## config.mk

```make
export PLATFORM = sky130hd
export DESIGN_NAME = reg_file_2r1w
export DESIGN_NICKNAME = d
export VERILOG_FILES = /design/src/rtl/reg_file_2r1w.sv
export SDC_FILE = /design/constraint.sdc
export NUM_CORES = 2
export LEC_CHECK = 0
export CAP_MARGIN = 20
export CORE_MARGIN = 5
export CORE_UTILIZATION = 50
export CTS_CLUSTER_SIZE = 14
export DETAILED_ROUTE_END_ITERATION = 16
export GPL_TIMING_DRIVEN = 1
export HOLD_SLACK_MARGIN = 0.1
export MAX_ROUTING_LAYER = met4
export PLACE_DENSITY = 0.66
export SLEW_MARGIN = 20
export SYNTH_ARGS = -nofsm -noshare
export SYNTH_HDL_FRONTEND = slang
export SYNTH_SLANG_ARGS = --single-unit
```

## constraint.sdc

```tcl
create_clock -name clk_i -period 86.4 [get_ports clk_i]
set_clock_uncertainty 0.1 [all_clocks]
set_input_delay 25.92 -clock clk_i [delete_from_list [all_inputs] [get_ports clk_i]]
set_output_delay 25.92 -clock clk_i [all_outputs]
set_load 0.01 [all_outputs]
```

## src/rtl/reg_file_2r1w.sv

```systemverilog
// rtl/reg_file_2r1w.sv - two-read/one-write operand register file with ALU status flags
// Register 0 reads as zero; same-cycle writes are forwarded to matching read ports.
module reg_file_2r1w #(
  parameter int DATA_W = 32,
  parameter int ADDR_W = 5
) (
  input  logic              clk_i,
  input  logic              rst_i,
  input  logic [ADDR_W-1:0] ra1_i,
  input  logic [ADDR_W-1:0] ra2_i,
  output logic [DATA_W-1:0] rd1_o,
  output logic [DATA_W-1:0] rd2_o,
  input  logic              we_i,
  input  logic [ADDR_W-1:0] wa_i,
  input  logic [DATA_W-1:0] wd_i,
  input  logic              flag_we_i,
  input  logic              zf_i,
  input  logic              sign_i,
  output logic              zf_o,
  output logic              sign_o
);

  localparam int DEPTH = 2 ** ADDR_W;

  logic [DATA_W-1:0] regs_q [DEPTH];
  logic              zf_q, zf_d;
  logic              sign_q, sign_d;
  logic              wr_en;
  logic              byp1, byp2;

  assign wr_en = we_i && (wa_i != '0);

  always_ff @(posedge clk_i or posedge rst_i) begin
    if (rst_i) begin
      for (int i = 0; i < DEPTH; i++) begin
        regs_q[i] <= '0;
      end
    end else if (wr_en) begin
      regs_q[wa_i] <= wd_i;
    end
  end

  always_comb begin
    zf_d   = zf_q;
    sign_d = sign_q;
    if (flag_we_i) begin
      zf_d   = zf_i;
      sign_d = sign_i;
    end
  end

  always_ff @(posedge clk_i or posedge rst_i) begin
    if (rst_i) begin
      zf_q   <= 1'b0;
      sign_q <= 1'b0;
    end else begin
      zf_q   <= zf_d;
      sign_q <= sign_d;
    end
  end

  // Forwarding is suppressed during reset so every port reads zero while it is held.
  assign byp1 = wr_en && !rst_i && (ra1_i == wa_i);
  assign byp2 = wr_en && !rst_i && (ra2_i == wa_i);

  always_comb begin
    rd1_o = regs_q[ra1_i];
    if (ra1_i == '0) begin
      rd1_o = '0;
    end else if (byp1) begin
      rd1_o = wd_i;
    end
  end

  always_comb begin
    rd2_o = regs_q[ra2_i];
    if (ra2_i == '0) begin
      rd2_o = '0;
    end else if (byp2) begin
      rd2_o = wd_i;
    end
  end

  assign zf_o   = zf_q;
  assign sign_o = sign_q;

endmodule

```

### Word level (Yosys, flattened, before mapping)

Index checks and enable logic that the tools add are counted.

* bits in registers: 1026
* word-level logic and storage cells: 65
* bits of input ports: 53
* output and inout port bits: 66

* reductions and logical operators: 9
* bitwise operators: 3
* eq/ne operators: 2
* $lt $le $gt $ge: 4
* multiplexer cells: 13

Operator list (count)
* $bwmux W1024: 1
* $bmux W32 S5: 2
* $mux W32: 9
* $demux W32 S5: 1
* $ge A6 B6 Y1 const B: 3
* $not A5 Y6: 3
* $eq A5 B5 Y1: 2
* $logic_not A5 Y1: 2
* $lt A6 B1 Y1 const B: 1
* $logic_and A1 B1 Y1: 5
* $reduce_bool A5 Y1: 1
* $logic_not A1 Y1: 1

### Logic depth before layout (Yosys ltp)

* word-level depth: 6
* depth in mapped cells: 9
* mapped depth without buffers: 5

### Least setup slack after synthesis

OpenSTA, ideal clock, no wires.

* kind: input port to output port
* from: input port rst_i
* to: output port rd1_o[19]
* data required time: 60.380 ns
* cell stages on the path: 6
* arrival: 50.847 ns
* slack: 9.533 ns
* buffers on the path: 1
* cell sequence: inv_1 -> o311ai_4 -> nor4_2 -> clkbuf_1 -> a21oi_1 -> o31a_1

* word-level cells in the longest chain between the ends: 5

Ends and longest elaborated chain
* start: declaration: line 8 `input logic rst_i,`
* $logic_not A1 Y1: line 63 `assign byp1 = wr_en && !rst_i && (ra1_i == wa_i);`
* $logic_and A1 B1 Y1 (2 in series): line 63
* $mux W32: line 70 `end else if (byp1) begin`
* $mux W32: line 68 `if (ra1_i == '0) begin`
* end: declaration: line 11 `output logic [DATA_W-1:0] rd1_o,`

No other way between the ends.

### Worst setup path after layout

* from: input port ra2_i[0]
* to: output port rd2_o[9]

* word-level cells in the longest chain between the ends: 6
* elaborated cells on any way between the ends: 9
* classes of those cells: eq/ne: 1; mux: 5; bitwise: 1; reduce/logical: 2

Ends and longest elaborated chain
* start: declaration: line 10 `input logic [ADDR_W-1:0] ra2_i,`
* $not A5 Y6 (implied by the code): line 76 `rd2_o = regs_q[ra2_i];`
* $bmux W32 S5: line 76
* $mux W32 (implied by the code) (2 in series): line 76
* $mux W32: line 79 `end else if (byp2) begin`
* $mux W32 (*): line 77 `if (ra2_i == '0) begin`
* end: declaration: line 12 `output logic [DATA_W-1:0] rd2_o,`

Every way passes the cells marked *; elsewhere a longest branch is shown, timed or not. The select of a mux whose other input is x is not followed.

==> impl_results.md <==
- Register bit total from synthesis: 1026
- FP Rows: 122
- Layout cells sized above 1: 38.8%
- Fin. Hold Viols: 0
- Status: completed
- Clk_lat worst skew: 0.71 ns
- I/O Buffers: 118
- Fmax achieved: approximately 0.018 GHz
- Initial antenna violation count: 7
- CTS Sinks: 1026
- Setup violations, final: 0
- Inserted Clock Buffers: approximately 110
- Static Leak: roughly 27 nW
- Grt ovf: 0
- Number of synthesized flops with an enable pin: 0
- Initial Util: just over 50%
- Post-CTS sizing: 0
- DRC viols: 0
- Worst-Margin Slew: 1.14 ns
- DR WL/cell: 32.2 um
- Worst Setup Path Type: in2out
- Die area: about 120000 sq um
- Via density: 6.80
- Clk buf depth: 3
- Post-route minimum period: 56.08 ns
- Via count: 38600
- CTS root buffer: clkbuf_16
- Mapped Nets: 4259
- Kind of start point of the critical path: primary input
- Post-synthesis sequential area ratio: between 40% and 50%
- Crit Path Max Fanout: 61
- Max-slew headroom: a little under a quarter
- GPL Wtd Cong: 0.840
- Hold crit path type: reg2reg
- Yosys cell types: 44
- Util after Layout: 55.9%
- Setup crit end kind: output pin
- Grt met3 use: 6.63%
- Die X: 344 um
- Synth warn: 0
- First-pass GRT wire length: roughly 270000 um
- Multi-input gate area: 28100 sq um
- Post-Syn Area: 55700 sq um
- Core ar.: 111000 sq um
- Finished Layout Cells: 5675
- Die Ht: 344 um
- Number of max-cap violations: 0
- H-tree depth: 3
- Routed wire length: 183000 um
- Avg Synthesized Cell Area: 13.2 sq um
- GRT busiest layer: met2
- First-pass DRT Iterations: 6
- Pwr/cell area: 23.1 nW/um^2
- Number of DRC markers in iteration 0: 4255
- Placed cell count: 5459
- Unrepaired setup endpoints after global routing: no
- CTS tree: done
- Io pins: about 120
- Ys flop type: dfrtp_1
- Crit path DAT: 30.06 ns
- Final Net Count: 4139
- Vias in the first global route: just under 40000
- Setup TNS: 0 ns
- Critical path required time: 60.38 ns
- Hold_buf cts: 0
- Sequential Area: between 20000 and 30000 sq um
- Worst-path clk slew: 0.06 ns
- Fillers: around 9100
- GR Util met2: between 40% and 50%
- Final slew viol count: 0
- Post-route ant nets: 0
- Detailed placer's ending HPWL: 106000 um
- Largest net degree at the start of global routing: 159
- Mapped Cells: 4206
- GR Util All Layers: a little under a third
- Maximum vdd drop: 0.0169 mV
- GRT met1 Usage: 44.7%
- Period utilization: 64.9%
- Area grow syn2layout: 11.1%
- Post-CTS setup buffer count: 0
- FFs w/ async S/R, synth: 100%
-- per-layer routing --
metal | share of wire (%) | wire length, um
met5 | 0 | 0
met4 | 3.6 | 6590
met3 | 9.0 | 16500
met2 | 45 | 81600
met1 | 43 | 78200
-- path summary, 6_finish.rpt --
check / startpoint / to / slack (ns) / cells past startpoint
min reg2reg: regs_q[1021]$_DFFE_PP0P_ / regs_q[1021]$_DFFE_PP0P_ / 0.30 / 0
max reg2reg: regs_q[674]$_DFFE_PP0P_ / regs_q[674]$_DFFE_PP0P_ / 85.48 / 1
min: regs_q[1021]$_DFFE_PP0P_ / regs_q[1021]$_DFFE_PP0P_ / 0.30 / 0
min in group asynchronous: rst_i / regs_q[514]$_DFFE_PP0P_ / 25.56 / 2
max: ra2_i[0] / rd2_o[9] / 30.32 / 8
max in group asynchronous: rst_i / regs_q[1001]$_DFFE_PP0P_ / 57.71 / 5
-- cell type report --
type	instances	area share (%)
inverters	4	0.0385
clock inverters	43	0.968
clock buffers	165	5.38
well taps	1488	3.01
flip-flops and latches	1026	41.5
repair buffers	246	3.51
multi-input cells	2695	45.5
diodes	8	0.0324
-- metrics by stage --
step	worst slack, ns	hold slack, ns	instance area [sq um]	power, mW
after detailed placement	30.35	0.288	57900	0.923
after global placement	30.35	0.284	57900	0.911
final	30.32	0.298	61800	1.43
after floorplan	9.53	0.345	55700	0.840
after global routing	30.17	0.311	61800	1.49
after CTS	30.33	0.300	61800	1.43
-- layout by cell type, fill, tap and decap left out, types with 62 or more instances in the layout --
cell,n
mux2_2,975
nand2_1,84
o21ai_0,83
a21oi_1,157
nor2_1,95
mux4_2,261
clkbuf_16,113
clkdlybuf4s50_1,105
dfrtp_1,1026
o31a_1,62
buf_4,127
a221oi_1,64
o211ai_1,62
a22oi_1,186
mux2i_1,533
-- critical path, cell delays in order --
cell	delay (ns)
buf_8	0.50
buf_4	0.71
buf_4	0.83
mux4_2	0.62
o21ai_0	0.28
nor2_1	0.14
o31a_1	0.35
clkdlybuf4s50_1	0.52
-- cells in the mapped netlist, types with 6 or more instances --
master / n / share of area, %
nand2_1: 101 / 0.68
buf_4: 10 / 0.13
nor3b_1: 8 / 0.11
nor2b_1: 6 / 0.067
nor2_1: 109 / 0.74
a221oi_1: 64 / 1.0
o21ai_0: 83 / 0.75
mux2i_1: 533 / 9.6
a21oi_1: 157 / 1.4
buf_2: 163 / 1.5
a31oi_1: 32 / 0.36
buf_1: 32 / 0.22
a22oi_1: 186 / 2.5
o31a_1: 62 / 0.98
mux2_2: 975 / 20
mux4_2: 261 / 11
nand3b_1: 6 / 0.081
clkbuf_1: 273 / 1.8
nor3_1: 7 / 0.063
dfrtp_1: 1026 / 46
o211ai_1: 62 / 0.84
-- where the power goes --
part	total (mW)	internal (mW)	switching [mW]
Combinational	0.280	0.158	0.122
Clock	0.511	0.304	0.207
Sequential	0.640	0.571	0.0683
-- state kept, by name (all words and copies together) (netlist names) --
| name | flops |
|---|---|
| sign_o | 1 |
| regs_q | 1024 |
| zf_o | 1 |
-- cell families after synthesis --
group,Yosys count,synth area share [%]
AOI/OAI and AO/OA,654,8.00
xor gates and xnor gates,10,0.157
buffers and inverters,485,3.75
DFF,1026,46.1
muxes,1770,39.9
and+or+nand+nor,261,2.08
Power figures use the tool's default switching activity.
